$ cat config.mk
export PLATFORM = sky130hd
export DESIGN_NAME = voice_allocator
export DESIGN_NICKNAME = d
export VERILOG_FILES = /design/src/rtl/voice_allocator.sv
export SDC_FILE = /design/constraint.sdc
export NUM_CORES = 1
export LEC_CHECK = 0
export CORE_MARGIN = 2
export CORE_UTILIZATION = 47
export DETAILED_ROUTE_END_ITERATION = 12
export PLACE_DENSITY = 0.75
export SKIP_CTS_REPAIR_TIMING = 1
export SYNTH_ARGS = -nofsm -noshare
export SYNTH_HDL_FRONTEND = slang
export SYNTH_SLANG_ARGS = --single-unit
$ cat constraint.sdc
create_clock -name main_clk -period 4.59 [get_ports main_clk]
set_input_delay 0.918 -clock main_clk [delete_from_list [all_inputs] [get_ports main_clk]]
set_output_delay 0.918 -clock main_clk [all_outputs]
set_load 0.05 [all_outputs]
$ cat src/rtl/voice_allocator.sv
// Polyphonic note scheduler: assigns note events to voices (same-note reuse, free voice,
// then round-robin steal) and holds the gate low long enough for envelopes to retrigger.
module voice_allocator #(
  parameter int NUM_VOICES    = 4,
  parameter int FREQ_BITS     = 16,
  parameter int NOTE_BITS     = 7,
  parameter int RETRIG_CYCLES = 512
) (
  input  logic                            main_clk,
  input  logic                            rst,
  input  logic                            note_valid,
  output logic                            note_ready,
  input  logic                            note_on,
  input  logic [NOTE_BITS-1:0]            note_num,
  input  logic [FREQ_BITS-1:0]            note_freq,
  input  logic                            all_notes_off,
  output logic [NUM_VOICES-1:0]           voice_gate,
  output logic [NUM_VOICES*FREQ_BITS-1:0] voice_freq,
  output logic [NUM_VOICES*NOTE_BITS-1:0] voice_note,
  output logic                            steal_pulse
);

  localparam int IDXW = (NUM_VOICES > 1) ? $clog2(NUM_VOICES) : 1;
  localparam int CNTW = (RETRIG_CYCLES > 1) ? $clog2(RETRIG_CYCLES + 1) : 1;
  localparam logic [IDXW-1:0] LAST_IDX  = IDXW'(NUM_VOICES - 1);
  localparam logic [CNTW-1:0] CNT_START = CNTW'(RETRIG_CYCLES - 1);

  typedef enum logic [1:0] {S_IDLE, S_SCAN, S_APPLY, S_RETRIG} state_t;

  state_t                r_state;
  logic                  r_on;
  logic [NOTE_BITS-1:0]  r_num;
  logic [FREQ_BITS-1:0]  r_freq_in;
  logic [IDXW-1:0]       r_idx;
  logic [IDXW-1:0]       r_match_idx;
  logic [IDXW-1:0]       r_free_idx;
  logic [IDXW-1:0]       r_steal_ptr;
  logic [IDXW-1:0]       r_tgt;
  logic                  r_match_found;
  logic                  r_free_found;
  logic [CNTW-1:0]       r_cnt;
  logic [NUM_VOICES-1:0] r_gate;
  logic [FREQ_BITS-1:0]  r_vfreq [NUM_VOICES];
  logic [NOTE_BITS-1:0]  r_vnote [NUM_VOICES];
  logic                  r_steal;

  logic w_hit_match;
  logic w_hit_free;

  assign w_hit_match = r_gate[r_idx] && (r_vnote[r_idx] == r_num);
  assign w_hit_free  = !r_gate[r_idx];

  always_ff @(posedge main_clk or posedge rst) begin
    if (rst) begin
      r_state       <= S_IDLE;
      r_on          <= 1'b0;
      r_num         <= '0;
      r_freq_in     <= '0;
      r_idx         <= '0;
      r_match_idx   <= '0;
      r_free_idx    <= '0;
      r_steal_ptr   <= '0;
      r_tgt         <= '0;
      r_match_found <= 1'b0;
      r_free_found  <= 1'b0;
      r_cnt         <= '0;
      r_gate        <= '0;
      r_steal       <= 1'b0;
      for (int i = 0; i < NUM_VOICES; i++) begin
        r_vfreq[i] <= '0;
        r_vnote[i] <= '0;
      end
    end else if (all_notes_off) begin
      // Panic drops any in-flight event but keeps pitch/note ownership and steal order.
      r_gate  <= '0;
      r_state <= S_IDLE;
      r_steal <= 1'b0;
    end else begin
      r_steal <= 1'b0;
      case (r_state)
        S_IDLE: begin
          if (note_valid) begin
            r_on          <= note_on;
            r_num         <= note_num;
            r_freq_in     <= note_freq;
            r_match_found <= 1'b0;
            r_free_found  <= 1'b0;
            r_idx         <= '0;
            r_state       <= S_SCAN;
          end
        end
        S_SCAN: begin
          if (!r_match_found && w_hit_match) begin
            r_match_found <= 1'b1;
            r_match_idx   <= r_idx;
          end
          if (!r_free_found && w_hit_free) begin
            r_free_found <= 1'b1;
            r_free_idx   <= r_idx;
          end
          if (r_idx == LAST_IDX) r_state <= S_APPLY;
          else                   r_idx   <= r_idx + 1'b1;
        end
        S_APPLY: begin
          r_state <= S_IDLE;
          if (r_on) begin
            if (r_match_found) begin
              r_gate[r_match_idx]  <= 1'b0;
              r_vfreq[r_match_idx] <= r_freq_in;
              r_vnote[r_match_idx] <= r_num;
              r_tgt                <= r_match_idx;
              r_cnt                <= CNT_START;
              r_state              <= S_RETRIG;
            end else if (r_free_found) begin
              r_gate[r_free_idx]  <= 1'b1;
              r_vfreq[r_free_idx] <= r_freq_in;
              r_vnote[r_free_idx] <= r_num;
            end else begin
              r_gate[r_steal_ptr]  <= 1'b0;
              r_vfreq[r_steal_ptr] <= r_freq_in;
              r_vnote[r_steal_ptr] <= r_num;
              r_tgt                <= r_steal_ptr;
              r_steal              <= 1'b1;
              r_steal_ptr          <= (r_steal_ptr == LAST_IDX) ? '0 : r_steal_ptr + 1'b1;
              r_cnt                <= CNT_START;
              r_state              <= S_RETRIG;
            end
          end else if (r_match_found) begin
            r_gate[r_match_idx] <= 1'b0;
          end
        end
        S_RETRIG: begin
          if (r_cnt == '0) begin
            r_gate[r_tgt] <= 1'b1;
            r_state       <= S_IDLE;
          end else begin
            r_cnt <= r_cnt - 1'b1;
          end
        end
        default: r_state <= S_IDLE;
      endcase
    end
  end

  assign note_ready  = (r_state == S_IDLE) && !all_notes_off;
  assign voice_gate  = r_gate;
  assign steal_pulse = r_steal;

  always_comb begin
    voice_freq = '0;
    voice_note = '0;
    for (int i = 0; i < NUM_VOICES; i++) begin
      voice_freq[i*FREQ_BITS +: FREQ_BITS] = r_vfreq[i];
      voice_note[i*NOTE_BITS +: NOTE_BITS] = r_vnote[i];
    end
  end

endmodule

Word-level counts from Yosys, hierarchy flattened. Cells that the tools add are included.

Register bits: 145. Word-level logic and storage cells: 175. Output and inout bits: 98.

Add/subtract/negate cells: 3. Multiplexer cells: 71. Equality and inequality tests: 18. Order comparisons: 16. Reductions and logical operators: 32. Bitwise operators: 13.

Operators with widths (count): bitwise mux 64 bit (3); two-way mux 64 bit (2); demux 16 bit (select 2 bit) (3); bitwise mux 28 bit (3); two-way mux 28 bit (2); two-way mux 16 bit (3); demux 7 bit (select 2 bit) (3); two-way mux 10 bit (4); two-way mux 7 bit (5); two-way mux 2 bit (12); two-way mux 4 bit (6); one-hot mux 10 bit (2 select lines) (1); AND reduction 3 bit (6); AND reduction 4 bit (4); < comparator 2 x 3 -> 1 bit, second input constant (5); binary-select mux 7 bit (select 2 bit) (1); inequality test 2 bit, second input constant (7); two-way mux 1 bit (13); >= comparator 3 bit, second input constant (4); inequality test 3 bit, second input constant (4); inverter 2 -> 3 bit (4); logical AND 1 bit (11); zero test 10 bit (1); AND reduction 5 bit (2); 22 further kinds (44).

Depth between registers and ports, before layout. Gate-level depths: netlist of run 1.

Depth in word-level cells: 11. Mapped depth: 8. Depth with buffers taken out: 7.

Least setup slack after synthesis of run 1. OpenSTA, ideal clock, no wires.

Path kind: input to register. From: in all_notes_off. To: reg r_freq_in[10]. Arrival time: 3.169 ns. Slack: 1.297 ns. Cell stages on the path: 6. Cell sequence: buf_6 > nor3_1 > and2_1 > buf_2 > buf_2 > mux2_2.

Longest elaborated chain between the ends: 2.

RTL lines: from (decl) (RTL line 16) `input logic all_notes_off,`; inverter 1 bit (no source line); AND reduction 3 bit (no source line); to (signal assigned) (RTL line 85) `r_freq_in <= note_freq;`; to (decl) (RTL line 33) `logic [FREQ_BITS-1:0] r_freq_in;`.

Every way passes these cells. A chain may end at the register's enable or synchronous reset.

Worst setup path after layout of run 1.
From: in all_notes_off. To: out note_ready.

Longest elaborated chain between the ends: 2.

RTL lines: zero test 1 bit (RTL line 145) `assign note_ready = (r_state == S_IDLE) && !all_notes_off;`; logical AND 1 bit (RTL line 145); to (decl) (RTL line 12) `output logic note_ready,`.

Every way passes these cells.

==> run summary, run 1 <==
status: completed
DRC violations left: 0
Static Leak: 3.813 nW
Ys Warns: 0
Critical Path AT: 2.67 ns
CTS root buf: clkbuf_16
vias in the first global route: 4459
clk_lat worst skew: 0.42 ns
Nets: 631
Power, Total: 3.903 mW
setup TNS: 0 ns
kind of critical path: input pin to output port
H-Tree Depth: 4
synthesized area: 6391 sq um
Met3 Wirelength: 1187 microns
FP Rows: 42
Cells after Synth: 470
CP Max Fanout: 10
Worst setup SP type: input pin
clock buffer depth: 2
syn avg cell area: 13.60 sq um
design area: 8401 sq um
CTS Buf Count: 17
Slew HR: 38.33%
Tcrit/Tclk final: 78.14%
DRT iter0 DRCs: 236
Num Clock Sinks: 145
placed cell area: 7791 sq um
Overflow after GRT: 0
share of cells above drive strength 1: 27.72%
asr flop ratio synth: 100.0%
DR top layer: met4
hold crit path type: flip-flop to flip-flop
clock slew seen by the registers of the worst setup and hold paths: 0.05 ns
CTS tree: done
clock skew: 0.006947 ns
EDFF count, synth: 0
final worst hold slack: 0.5033 ns
global-route wire length before repair: 23490 microns
initial core utilization: 48.26%
Layout area overhead: 31.44%
placed cells: 753
hold path cells: 1
Vias: 4291
wl on met1: 6607 microns
Primary FF master, synth: dfrtp_1
flops & latches, synth: 145
Netlist cell types: 59
unrepaired setup endpoints after global routing: false
commonest non-fill, non-tap cell in the layout: dfrtp_1
routed wl met2: 6547 microns
ANT nets after route: 0
# IOs: 126
worst r2r path cells: 3
Tmin final: 3.587 ns
gr usage total: 21.10%
Die H: 120.6 microns
commonest non-fill, non-tap cells in the layout: dfrtp_1, clkdlybuf4s50_1, mux2_2, nand2_1, o21ai_0
WL final: 14530 microns
die area: 14550 sq um
final hold viol count: 0
dpl ws: 1.024 ns
Worst Path Required: 3.67 ns
largest net degree at the start of global routing: 146
DRT Pass-1 Iters: 4
Antenna Cells: 0
max_cap viols: 0
syn nets: 505
Peak supply drop: 259.2 uV
max-slew violation count: 0
f_max: 278.8 MHz
CP endpoint kind: output port
Core Region: 13240 sq um
sequential area share after synthesis: 56.77%
Port Buffers: 125
RePlAce Congestion: 0.9018
Post-Layout Cell Count: 782
setup violators final: 0
PD cells: 464.7 nW/um^2
Worst Slack Setup Final: 1.003 ns
post-layout util: 63.44%
Routed WL per cell: 18.58 microns
initial antenna violation count: 0
hpwl dp: 9545 microns
via density per instance: 5.487
die width: 120.6 microns
worst slew pin tran: 0.9251 ns
[routing by layer]
metal | up-vias | GRT usage [%]
met3 | 19 | 9.717
met4 | 0 | 5.887
met5 | - | 0
li1 | 1950 | -
met1 | 2188 | 28.13
met2 | 134 | 31.14
[sequential cells by signal, indices dropped and copies added, names as in the netlist]
register,count
r_free_found,1
r_on,1
voice_freq,64
r_match_idx,2
r_match_found,1
r_freq_in,16
r_cnt,10
r_idx,2
r_tgt,2
voice_gate,4
r_num,7
voice_note,28
r_free_idx,2
steal_pulse,1
r_state,2
r_steal_ptr,2
[path summary, 6_finish.rpt]
| path | endpoint | from | slack (ns) |
|---|---|---|---|
| worst max-delay path | note_ready | all_notes_off | 1.00 |
| worst min-delay path | voice_freq[2] | voice_freq[2] | 0.50 |
| worst max register to register | r_free_idx[0] | r_idx[0] | 2.01 |
| worst min register to register | voice_freq[2] | voice_freq[2] | 0.50 |
| max in group asynchronous | voice_freq[53] | rst | 2.93 |
| min in group asynchronous | voice_freq[59] | rst | 1.02 |
[cell families (layout without fill, tap and decap cells)]
| group | after synthesis | count (layout) | synth area share [%] |
|---|---|---|---|
| fa+ha+maj | 7 | 7 | 1.370 |
| mux | 136 | 136 | 24.43 |
| simple gates | 70 | 70 | 6.402 |
| buf+inv | 40 | 176 | 3.132 |
| flops | 145 | 145 | 56.77 |
| compound gates | 62 | 62 | 6.519 |
| xor+xnor | 10 | 10 | 1.370 |
[Yosys cell counts, types with 4 or more instances]
library cell / n / area [sq um]
a211oi_1: 4 / 30.03
a21oi_1: 13 / 65.06
buf_2: 13 / 65.06
buf_6: 4 / 45.04
clkbuf_1: 6 / 22.52
dfrtp_1: 145 / 3628
ha_1: 7 / 87.58
inv_1: 15 / 56.30
mux2_2: 120 / 1351
mux2i_1: 12 / 120.1
nand2_1: 19 / 71.32
nand3_1: 8 / 40.04
nor2_1: 8 / 30.03
nor3_1: 4 / 20.02
o21ai_0: 19 / 95.09
o32ai_1: 4 / 35.03
xnor2_1: 9 / 78.83
[report_power, final]
group          internal [mW]  leakage [nW]  switching [mW]  total, mW
Sequential              1.44          1.94           0.224       1.67
Clock                  0.943         0.292           0.492       1.44
Combinational          0.359          1.58           0.443      0.802
Total                   2.74          3.81            1.16       3.90
[worst max-delay path: stages]
cell	delay, ns
clkdlybuf4s50_1	0.58
nor3_1	0.31
clkdlybuf4s50_1	0.86
[final cells by class]
| class | count | area, sq um |
|---|---|---|
| timing repair buffer | 132 | 1316 |
| fill | 1035 | 4842 |
| inverter | 15 | 60.06 |
| sequential | 145 | 3628 |
| clock inverter | 5 | 127.6 |
| multi-input combinational | 285 | 2566 |
| clock buffer | 24 | 481.7 |
| tap | 176 | 220.2 |
No activity file was read; power rests on OpenSTA's default activity.
==> run 2, diff against run 1 <==
--- a/config.mk
+++ b/config.mk
@@ -6,9 +6,9 @@
 export NUM_CORES = 1
 export LEC_CHECK = 0
 export CORE_MARGIN = 2
-export CORE_UTILIZATION = 47
+export CORE_UTILIZATION = 50
 export DETAILED_ROUTE_END_ITERATION = 12
-export PLACE_DENSITY = 0.75
+export PLACE_DENSITY = 0.76
 export SKIP_CTS_REPAIR_TIMING = 1
 export SYNTH_ARGS = -nofsm -noshare
 export SYNTH_HDL_FRONTEND = slang
==> constraint.sdc (replaced) <==
create_clock -name main_clk -period 3.7 [get_ports main_clk]
set_input_delay 0.74 -clock main_clk [delete_from_list [all_inputs] [get_ports main_clk]]
set_output_delay 0.74 -clock main_clk [all_outputs]
set_load 0.05 [all_outputs]
==> run summary, run 2 (synthesis results as in run 1) <==
status: completed
Fillers: 916 (-11%)
clk_lat worst skew: 0.43 ns (about the same)
final hold viol count: 0 (unchanged)
Layout area overhead: 31.68%
met1 Use GR: 28.39% (+0.25 points)
WL final: 14750 microns (+1.5%)
die area: 13700 sq um (-5.8%)
FF-to-FF Start: r_free_found
setup violators final: 0 (unchanged)
hpwl dp: 9991 microns (+4.7%)
Core Region: 12570 sq um (-5.1%)
Sw Share: 31.48% (+1.8 points)
Num Clock Sinks: 145 (unchanged)
share of power burned in combinational logic: 22.0% (+1.5 points)
via density per instance: 5.471 (-0.30%)
Routed WL per cell: 18.76 microns (+0.98%)
Overflow after GRT: 0 (unchanged)
Slew HR: 40.69% (+2.4 points)
# IOs: 126 (unchanged)
ANT nets after route: 0 (unchanged)
setup TNS: 0 ns (unchanged)
Post-Layout Cell Count: 786 (+0.51%)
initial antenna violation count: 0 (unchanged)
Seq pwr share: 42.9% (+0.2 points)
max-slew violation count: 0 (unchanged)
Vias: 4300 (+0.21%)
initial core utilization: 50.85% (+2.6 points)
Die H: 117.1 microns (-2.9%)
CTS Buf Count: 17 (unchanged)
DRT iter0 DRCs: 312 (+32%)
gr usage total: 22.91% (+1.8 points)
PD cells: 564.0 nW/um^2 (+21%)
largest net degree at the start of global routing: 47 (-68%)
Pint: 3.252 mW (+19%)
Nets: 636 (+0.79%)
hold crit path type: flip-flop to flip-flop
RePlAce Congestion: 0.8621 (-4.4%)
Setup crit start: all_notes_off
Port Buffers: 125 (unchanged)
share of cells above drive strength 1: 28.99% (+1.3 points)
unrepaired setup endpoints after global routing: false
clock slew seen by the registers of the worst setup and hold paths: 0.06 ns (about the same)
placed cells: 754 (+0.13%)
H-Tree Depth: 4 (unchanged)
FP Rows: 41 (-2.4%)
met3 Use GR: 10.76% (+1.0 points)
global-route wire length before repair: 23390 microns (-0.44%)
Tmin final: 3.023 ns
worst slew pin tran: 0.8895 ns (-0.03560 ns)
number of flip-flops in the largest register: 64 (unchanged)
CTS root buf: clkbuf_16
Peak supply drop: 418.2 uV (+61%)
kind of critical path: input pin to output port
CTS tree: done
CP endpoint kind: output port
DRC violations left: 0 (unchanged)
vias in the first global route: 4385 (-1.7%)
max_cap viols: 0 (unchanged)
grt peak-use layer: met2
f_max: 330.8 MHz
commonest non-fill, non-tap cell in the layout: dfrtp_1
clock buffer depth: 2 (unchanged)
Tcrit/Tclk final: 81.69%
Static Leak: 3.825 nW (+0.33%)
Clk pwr share: 35.1% (-1.7 points)
DRT Pass-1 Iters: 4 (unchanged)
clock skew: 0.01134 ns (+0.004390 ns)
M2 GR Usage: 36.11% (+5.0 points)
hold path startpoint: voice_freq[62]
CP Max Fanout: 3 (-7)
net switching power: 1.494 mW (+29%)
commonest non-fill, non-tap cells in the layout: dfrtp_1, clkdlybuf4s50_1, mux2_2, nand2_1, o21ai_0
die width: 117.1 microns (-2.9%)
Worst setup SP type: input pin
final worst hold slack: 0.5014 ns (-0.001869 ns)
Antenna Cells: 0 (unchanged)
Critical Path AT: 2.28 ns (-0.39 ns)
Worst Path Required: 2.96 ns (-0.71 ns)
==> run 2: cell types whose count changed in the layout (fill, tap and decap cells not counted) <==
cell	previous run	this run
bufinv_16	4	2
clkinv_2	0	3
clkbuf_1	4	2
clkbuf_8	3	1
inv_6	0	2
buf_12	1	2
clkinvlp_4	2	4
clkinv_4	0	2
buf_4	6	10
==> run 2: power by group through the flow <==
| stage | clock (mW) | combinational (mW) | sequential (mW) |
|---|---|---|---|
| global route | 1.78 | 1.12 | 2.07 |
| global placement | 0 | 1.02 | 2.04 |
| detailed placement | 0 | 1.04 | 2.06 |
| CTS | 1.70 | 1.05 | 2.03 |
| floorplan | 0 | 0.548 | 2.22 |
| finish | 1.67 | 1.04 | 2.03 |
==> run 2: cell type report <==
type | instances | area, sq um | area share, %
sequential | 145 | 3628 | 43.12
multi-input combinational | 285 | 2566 | 30.49
timing repair buffer | 137 | 1366 | 16.24
clock buffer | 20 | 446.7 | 5.308
tap | 172 | 215.2 | 2.557
clock inverter | 12 | 132.6 | 1.576
inverter | 15 | 60.06 | 0.7136
==> run 2: path summary, 6_finish.rpt <==
kind / slack [ns] / depth (start not counted) / end
worst max-delay path: 0.68 / 3 / note_ready
worst min-delay path: 0.50 / 1 / voice_freq[62]
worst max register to register: 1.28 / 6 / voice_note[21]
worst min register to register: 0.50 / 1 / voice_freq[62]
max in group asynchronous: 2.16 / 3 / voice_note[5]
min in group asynchronous: 0.74 / 2 / r_freq_in[13]
==> run 2: per-stage QoR <==
| step | setup slack, ns | cell area [sq um] | utilization (%) | power, mW |
|---|---|---|---|---|
| after detailed placement | 0.6851 | 7836 | 62.35 | 3.100 |
| after global routing | 0.6016 | 8416 | 66.96 | 4.966 |
| after global placement | 0.7278 | 7836 | 62.35 | 3.066 |
| final | 0.6773 | 8416 | 66.96 | 4.747 |
| after CTS | 0.6592 | 8416 | 66.96 | 4.789 |
| after floorplan | 0.5846 | 6395 | - | 2.766 |
==> run 2: per-layer routing <==
metal  vias to the layer above  share of wire (%)
li1                       1973                  -
met2                       135                 48
met4                         0               0.79
met1                      2181                 42
met5                         -                  0
met3                        11                9.1
==> run 2: worst max-delay path: stages <==
cell and delay [ns]:
clkdlybuf4s50_1 0.43, nor3_1 0.25, clkdlybuf4s50_1 0.86
